==> src/rtl/posit_defines.sv <==
// Shared types and helpers for the positron datapath blocks.
package posit_defines;

  typedef enum logic {SER_IDLE, SER_STREAM} serializer_state_t;

  // Ceiling log2; log2(1) = 0, callers clamp where a zero width is unusable.
  function automatic int log2(input int n);
    for (int r = 0; r < 31; r++) begin
      if ((1 << r) >= n) return r;
    end
    return 31;
  endfunction

endpackage

==> src/rtl/positron_layer_serializer_result_bank.sv <==
// One ping-pong bank: per-lane result registers, lane-valid mask and full flag.
module positron_result_bank #(
  parameter int POSIT_WIDTH = 4,
  parameter int NB_POSITRON = 16,
  parameter int IDX_WIDTH   = 4
) (
  input  logic                            clk,
  input  logic                            rst,
  input  logic [NB_POSITRON-1:0]          cap_en,
  input  logic [NB_POSITRON*POSIT_WIDTH-1:0] cap_data,
  input  logic                            release_full,
  input  logic [IDX_WIDTH-1:0]            idx,
  output logic [POSIT_WIDTH-1:0]          rd_data,
  output logic [NB_POSITRON-1:0]          valid,
  output logic                            full,
  output logic                            complete
);

  logic [POSIT_WIDTH-1:0] mem [NB_POSITRON];
  logic [NB_POSITRON-1:0] valid_next;

  assign valid_next = valid | cap_en;
  // A bank that is full or draining never sees captures, so its mask stays 0.
  assign complete   = &valid_next;
  assign rd_data    = mem[idx];

  always_ff @(posedge clk or posedge rst) begin
    if (rst) begin
      valid <= '0;
      full  <= 1'b0;
    end else if (complete) begin
      valid <= '0;
      full  <= 1'b1;
    end else begin
      valid <= valid_next;
      if (release_full) full <= 1'b0;
    end
  end

  always_ff @(posedge clk or posedge rst) begin
    if (rst) begin
      for (int i = 0; i < NB_POSITRON; i++) mem[i] <= '0;
    end else begin
      for (int i = 0; i < NB_POSITRON; i++) begin
        if (cap_en[i]) mem[i] <= cap_data[i*POSIT_WIDTH +: POSIT_WIDTH];
      end
    end
  end

endmodule

==> src/rtl/positron_layer_serializer.sv <==
// Gathers one end-of-window posit per upstream lane into a ping-pong bank and
// replays each completed bank as a single serial window to the next layer.
module positron_layer_serializer
  import posit_defines::*;
#(
  parameter int POSIT_WIDTH = 4,
  parameter int NB_POSITRON = 16
) (
  input  logic                               clk,
  input  logic                               rst,
  input  logic [NB_POSITRON-1:0]             rts_i,
  input  logic [NB_POSITRON-1:0]             eow_i,
  input  logic [NB_POSITRON*POSIT_WIDTH-1:0] posit_i,
  output logic [NB_POSITRON-1:0]             rtr_o,
  input  logic                               rtr_i,
  output logic                               rts_o,
  output logic                               sow_o,
  output logic                               eow_o,
  output logic [POSIT_WIDTH-1:0]             posit_o
);

  localparam int IDX_WIDTH = (log2(NB_POSITRON) < 1) ? 1 : log2(NB_POSITRON);
  localparam logic [IDX_WIDTH-1:0] LAST_IDX = IDX_WIDTH'(NB_POSITRON - 1);
  localparam logic [0:0] ST_IDLE   = 1'(SER_IDLE);
  localparam logic [0:0] ST_STREAM = 1'(SER_STREAM);

  logic [0:0]             state;
  logic                   fill_ptr;
  logic                   drain_ptr;
  logic [IDX_WIDTH-1:0]   idx;
  logic [NB_POSITRON-1:0] cap;
  logic                   streaming;
  logic                   last_beat;
  logic                   release_drain;

  logic [1:0]             bank_full;
  logic [1:0]             bank_complete;
  logic [NB_POSITRON-1:0] bank_valid [2];
  logic [POSIT_WIDTH-1:0] bank_rd    [2];

  for (genvar b = 0; b < 2; b++) begin : g_bank
    positron_result_bank #(
      .POSIT_WIDTH (POSIT_WIDTH),
      .NB_POSITRON (NB_POSITRON),
      .IDX_WIDTH   (IDX_WIDTH)
    ) u_bank (
      .clk          (clk),
      .rst          (rst),
      .cap_en       ((fill_ptr == 1'(b)) ? cap : '0),
      .cap_data     (posit_i),
      .release_full (release_drain && (drain_ptr == 1'(b))),
      .idx          (idx),
      .rd_data      (bank_rd[b]),
      .valid        (bank_valid[b]),
      .full         (bank_full[b]),
      .complete     (bank_complete[b])
    );
  end

  // Ready comes only from registered bank state; rts_i never reaches rtr_o.
  assign rtr_o = (rst || bank_full[fill_ptr]) ? '0 : ~bank_valid[fill_ptr];
  assign cap   = rts_i & eow_i & rtr_o;

  assign streaming     = (state == ST_STREAM);
  assign last_beat     = (idx == LAST_IDX);
  assign release_drain = streaming && rtr_i && last_beat;

  always_ff @(posedge clk or posedge rst) begin
    if (rst) begin
      fill_ptr <= 1'b0;
    end else if (bank_complete[fill_ptr]) begin
      fill_ptr <= ~fill_ptr;
    end
  end

  always_ff @(posedge clk or posedge rst) begin
    if (rst) begin
      state     <= ST_IDLE;
      idx       <= '0;
      drain_ptr <= 1'b0;
    end else begin
      case (state)
        ST_IDLE: begin
          if (bank_full[drain_ptr]) begin
            state <= ST_STREAM;
            idx   <= '0;
          end
        end
        default: begin
          if (rtr_i) begin
            if (last_beat) begin
              state     <= ST_IDLE;
              idx       <= '0;
              drain_ptr <= ~drain_ptr;
            end else begin
              idx <= idx + 1'b1;
            end
          end
        end
      endcase
    end
  end

  assign rts_o   = streaming;
  assign sow_o   = streaming && (idx == '0);
  assign eow_o   = streaming && last_beat;
  assign posit_o = streaming ? bank_rd[drain_ptr] : '0;

endmodule

==> config.mk <==
export PLATFORM = sky130hd
export DESIGN_NAME = positron_layer_serializer
export DESIGN_NICKNAME = d
export VERILOG_FILES = /design/src/rtl/posit_defines.sv /design/src/rtl/positron_layer_serializer_result_bank.sv /design/src/rtl/positron_layer_serializer.sv
export SDC_FILE = /design/constraint.sdc
export NUM_CORES = 1
export LEC_CHECK = 0
export CAP_MARGIN = 40
export CORE_MARGIN = 2
export CORE_UTILIZATION = 40
export CTS_CLUSTER_DIAMETER = 30
export DETAILED_ROUTE_END_ITERATION = 8
export SLEW_MARGIN = 20
export SYNTH_ARGS = -nofsm -noshare
export SYNTH_HDL_FRONTEND = slang
export SYNTH_SLANG_ARGS = --single-unit
==> constraint.sdc <==
create_clock -name clk -period 19.5 [get_ports clk]
set_clock_uncertainty 0.15 [all_clocks]
set_input_delay 3.9 -clock clk [delete_from_list [all_inputs] [get_ports clk]]
set_output_delay 3.9 -clock clk [all_outputs]
set_load 0.005 [all_outputs]
# Word level (Yosys, flattened, before mapping)
# Index checks and enable logic that the tools add are counted.
# Widths: inputs -> output; s select.
# op_classes
n_addsub	1
mul	0
n_div	0
order_cmp	5
n_eq_ne	2
shift	0
mux	36
bitwise	10
n_reduce_logical	15
# ops
cell	n
$mux 16	8
$mux 4	12
$and 16x16->16	2
$bmux 4 s4	2
$or 16x16->16	2
$reduce_and 16->1	2
$not 16->16	1
$mux 1	14
$logic_and 1x1->1	6
$reduce_bool 2->1	3
$ge 5x5->1 const B	1
$not 4->5	1
$add 4x1->4 const B	1
$eq 4x4->1 const B	1
$ge 2x2->1 const B	2
$logic_not 4->1	1
$lt 1x2->1 const B	2
$not 1->2	2
$reduce_and 3->1	1
$ne 2x2->1 const B	1
$not 1->1	2
$reduce_and 2->1	1
$logic_or 1x1->1	1
# totals
reg_bits	169
latch_bits	0
ramBits	0
rom_bits	0
inputBits	99
output_inout_bits	23
wordCells	109
memories	0

# Depth between registers and ports, before layout
# depth
ltp_word	12
depth_mapped	9
depth_no_buf	5

# Cells and area by module
# Synthesis repeated with hierarchy kept, for this count alone.
# unflattened
hier_cells	607
hier_area_um2	8126.5
# by_module_without_submodules
mod	instances	cells_per_inst	area_per_inst_um2	seq_area_each_um2
positron_result_bank	2	232	3543.4	2026.9
positron_layer_serializer	1	143	1039.7	175.2

# Least setup slack after synthesis
# OpenSTA, ideal clock, no wires.
# synth_path
path_kind	input-to-output
startpoint	input rst
endpoint	output rtr_o[0]
arrival_time_ps	8214
required_time_ps	15450
slack_ps	7236
path_stages	4
path_buffers	1
cell_sequence	inv_1 -> nand2_1 -> clkbuf_1 -> a211oi_1
# synth_between
elab_chain_len	2
# synth_rtl
element	line_no	text
start: declaration	positron_layer_serializer.sv:10	input logic rst,
$logic_or 1x1->1	positron_layer_serializer.sv:61	assign rtr_o = (rst || bank_full[fill_ptr]) ? '0 : ~bank_valid[fill_ptr];
$mux 16	positron_layer_serializer.sv:61	
end: declaration	positron_layer_serializer.sv:14	output logic [NB_POSITRON-1:0] rtr_o,
# No other way between the ends.

# Worst setup path after layout
# layout_path
startpoint	input rst
endpoint	output rtr_o[15]
# The elaborated chain is that of the path after synthesis.

==> flow_results.org <==
** Drt
- Before antenna repair, the detailed router went through 5 iterations.
- In the routed layout, each cell is associated on average with a via count of roughly 5.7.
- Total DRC errors in the routed layout :: 0
- Dividing the detail-routed wire length by the instance count gives around 22 um.
- DRC marker count from the first detailed-route iteration :: around 320
- Via count :: between 5000 and 6000
- Post-Route WL :: approximately 22000 um
- Antenna Nets Post-Route :: 0

** Final layout
- The area growth from synthesis to layout is 25.2%.
- Net total in the final layout :: 805
- Antenna fix cells :: 0
- Layout cell share with drive strength beyond 1 :: a little under a third
- The finished cells cover 10200 um^2.

** Synth
- Seq/Total Area, Yosys :: 51.9%
- Yosys mapped a number of flops with a built-in enable equal to 0.
- Synthesis produced 585 cells.
- The synthesized design contains between 150 and 200 register bits.
- Counting distinct cell types in the post-synthesis netlist gives 43.
- The synthesized netlist occupies a cell area of 8150 um^2.
- FFs w/ async S/R, synth :: 100%
- Post-Synthesis Mean Instance Area :: between 10 and 15 um^2
- Total nets after synthesis :: slightly below 700
- Synth warn :: 0
- Of all cell types, the one taking the most synthesized area is sky130_fd_sc_hd__dfrtp_1.
- Summed over its instances, the top area cell type makes up between 50% and 60% of the synthesized netlist area.
- The most used flip-flop cell after synthesis is sky130_fd_sc_hd__dfrtp_1.
- Ranking of synthesized cells by area :: sky130_fd_sc_hd__dfrtp_1 52%, sky130_fd_sc_hd__mux2_2 18%, sky130_fd_sc_hd__mux4_1 6.1%

** Clock network
- Count of hold-fix buffers inserted at cts :: 0
- Gates resized during post-CTS repair numbered 0.
- The clock passes through at most 2 buffers.
- Clock-pin slew was measured on the worst setup and hold paths at roughly 0.06 ns.
- The clock net in this run drives a total of ~170 sinks.
- TritonCTS buffer count :: 17
- H-tree depth reported by CTS :: 4
- TritonCTS built the clock tree.
- Post-CTS timing repair inserted 0 buffers for setup.
- Clk Tree Root Cell :: sky130_fd_sc_hd__clkbuf_16
- Clock latency on the worst-skew pair :: approximately 0.43 ns

** STA
- Smallest setup slack after layout :: ~9 ns
- Based on the critical path, the design can be clocked at up to 95.1 MHz.
- Worst rel slew slack :: roughly 45%
- The final critical path takes up 53.9% of the cycle.
- For the pin with the worst max-slew slack, the measured transition is 0.822 ns.
- Count of final setup violators :: 0
- Adding up every negative setup slack in the final design gives 0 ns.
- Final critical path time including I/O delays and setup :: 10.52 ns
- Total count of hold-check failures in the final report :: 0
- Setup repair after global routing missed its margin :: no
- Number of max-slew violations in the final report :: 0

** Placed design
- The congestion estimate from routability-driven global placement came to slightly above 0.9.
- The count of buffers added on input and output ports is around 120.
- Worst Setup Slack post-DPL :: roughly 8.9 ns
- Once detailed placement completed, the half-perimeter wirelength came to between 15000 and 20000 um.
- Post-DP Area :: 9590 um^2

** Run
- Count of max-cap constraint violations :: 0

** Global route
- Global-route congestion overflow total :: 0
- Number of global-route vias before repair :: 5887
- Maximum number of pins on one net before global-route repair :: between 80 and 90
- Number of antenna violations at the first check in global routing :: 0
- The first global-routing pass estimated roughly 34000 um of wire.
- Global routing used a little over a fifth of the available tracks across all layers.

** Power
- Post-route total power :: about 1.5 mW
- In this run switching power makes up around 34% of total power.
- Part of the total power dissipated in combinational logic :: between 30% and 40%
- The analysis attributes to net switching a power of about 0.52 mW.
- LEAKAGE :: ~4.2 nW
- The internal portion of the total power is approximately 1.0 mW.
- Per report_power, the clock group accounts for between 20% and 30% of the total.
- Sequential group share of total power :: 41.4%
- Power per cell area :: around 150 nW/um^2
- VDD sags by at most just under 0.00008 V.

** Worst setup path
- STA classifies the critical path startpoint as a primary input.
- Largest driver fanout on the critical path :: 82
- Required arrival time at the worst endpoint :: roughly 15 ns
- Crit path kind :: primary input to output pin
- R2R cell count :: 7
- At the worst endpoint, the arrival time is between 6 and 7 ns.
- The worst setup path is captured at an output pin.

** Floorplan
- Starting utilization of the core area :: between 40 and 50%
- Die Y-Extent :: roughly 150 um
- After floorplanning, the core was sized to cover between 20000 and 25000 um^2.
- Num ports :: around 120
- Die Outline Area :: roughly 22000 um^2
- Number of rows created at floorplan :: 52
- The floorplan step set the die width to about 150 um.

** Hold path
- Hold depth :: 1
- The worst hold path belongs to the class flip-flop to flip-flop.

** Outcome
- The run finished with clean final reports.
-- metrics by stage --
stage / cells / hold slack, ns / utilization (%)
finish: 987 / 0.349 / 50.7
global route: 987 / 0.368 / 50.7
CTS: 985 / 0.353 / 50.6
detailed placement: 953 / 0.338 / 47.7
global placement: 949 / 0.330 / 47.5
floorplan: 585 / 0.320 / -
-- power groups by stage --
| stage | Sequential, mW | Combinational [mW] | Clock, mW |
|---|---|---|---|
| 6_report | 0.640 | 0.577 | 0.331 |
| 5_1_grt | 0.663 | 0.625 | 0.352 |
| 4_1_cts | 0.640 | 0.581 | 0.337 |
| 3_5_place_dp | 0.645 | 0.580 | 0 |
| 3_3_place_gp | 0.638 | 0.563 | 0 |
| 2_1_floorplan | 0.583 | 0.436 | 0 |
-- synthesized netlist by cell type, types with 3 or more instances --
cell,number
sky130_fd_sc_hd__buf_4,6
sky130_fd_sc_hd__nand3_1,4
sky130_fd_sc_hd__nor4_1,8
sky130_fd_sc_hd__o21ai_0,7
sky130_fd_sc_hd__o22ai_1,5
sky130_fd_sc_hd__nand4_1,3
sky130_fd_sc_hd__a211oi_1,15
sky130_fd_sc_hd__nand2_1,17
sky130_fd_sc_hd__inv_1,8
sky130_fd_sc_hd__clkbuf_1,10
sky130_fd_sc_hd__mux4_2,18
sky130_fd_sc_hd__nor2_1,39
sky130_fd_sc_hd__nor3_1,5
sky130_fd_sc_hd__mux4_1,19
sky130_fd_sc_hd__nand2b_1,5
sky130_fd_sc_hd__nor3_2,20
sky130_fd_sc_hd__a21o_1,4
sky130_fd_sc_hd__nor2b_1,12
sky130_fd_sc_hd__buf_2,12
sky130_fd_sc_hd__mux2_2,131
sky130_fd_sc_hd__a31oi_1,24
sky130_fd_sc_hd__dfrtp_1,169
sky130_fd_sc_hd__mux2i_1,6
sky130_fd_sc_hd__a21oi_1,9
-- critical path, cell delays in order --
cell	delay, ns
sky130_fd_sc_hd__clkdlybuf4s50_1	0.59
sky130_fd_sc_hd__inv_6	0.29
sky130_fd_sc_hd__buf_16	0.35
sky130_fd_sc_hd__nand2_1	0.40
sky130_fd_sc_hd__a211oi_1	0.36
sky130_fd_sc_hd__clkdlybuf4s50_1	0.55
-- registers in the layout (all words and copies together) (netlist names) --
signal	cells
g_bank.u_bank.mem	128
g_bank.u_bank.valid	32
idx	4
g_bank.u_bank.full	2
drain_ptr	1
fill_ptr	1
rts_o	1
-- cell usage in the layout, fill, tap and decap left out, types with 17 or more instances in the layout --
cell / count
sky130_fd_sc_hd__nor3_2: 20
sky130_fd_sc_hd__nand2_1: 17
sky130_fd_sc_hd__nor2_1: 39
sky130_fd_sc_hd__mux4_1: 19
sky130_fd_sc_hd__dfrtp_1: 168
sky130_fd_sc_hd__clkbuf_16: 17
sky130_fd_sc_hd__clkdlybuf4s50_1: 121
sky130_fd_sc_hd__mux2_2: 131
sky130_fd_sc_hd__a31oi_1: 24
sky130_fd_sc_hd__mux4_2: 18
-- path summary, 6_finish.rpt --
kind	from	end	slack [ns]
hold reg to reg	g_bank[1].u_bank.mem[59]	g_bank[1].u_bank.mem[59]	0.35
max in group asynchronous	rst	g_bank[0].u_bank.mem[29]	14.16
setup / recovery	rst	rtr_o[15]	8.98
setup reg to reg	fill_ptr	fill_ptr	15.96
hold / removal	g_bank[1].u_bank.mem[59]	g_bank[1].u_bank.mem[59]	0.35
min in group asynchronous	rst	g_bank[1].u_bank.valid[14]	3.82
-- cells by family after synthesis --
| logic type | Yosys count | share of synthesized area, % |
|---|---|---|
| xor+xnor | 1 | 0.107 |
| compound gates | 70 | 5.57 |
| buf+inv | 40 | 2.76 |
| fa+ha+maj | 2 | 0.307 |
| simple gates | 129 | 9.43 |
| flops | 169 | 51.9 |
| mux | 174 | 29.9 |
-- area by class of cell --
cell class,instances,area [um^2]
sequential,169,4230
inverter,8,35.0
clock inverter,15,151
timing repair buffer,132,1330
fill,1736,9900
multi-input combinational,376,3700
clock buffer,17,425
tap,270,338
-- routing by layer --
metal / vias to the layer above / wire [um] / GRT usage [%]
li1: 2460 / - / -
met1: 2907 / 9890 / 29.4
met2: 234 / 10500 / 33.9
met3: 24 / 1220 / 4.25
met4: 0 / 397 / 6.84
met5: - / 0 / 0
(Power assumes the default switching activity.)
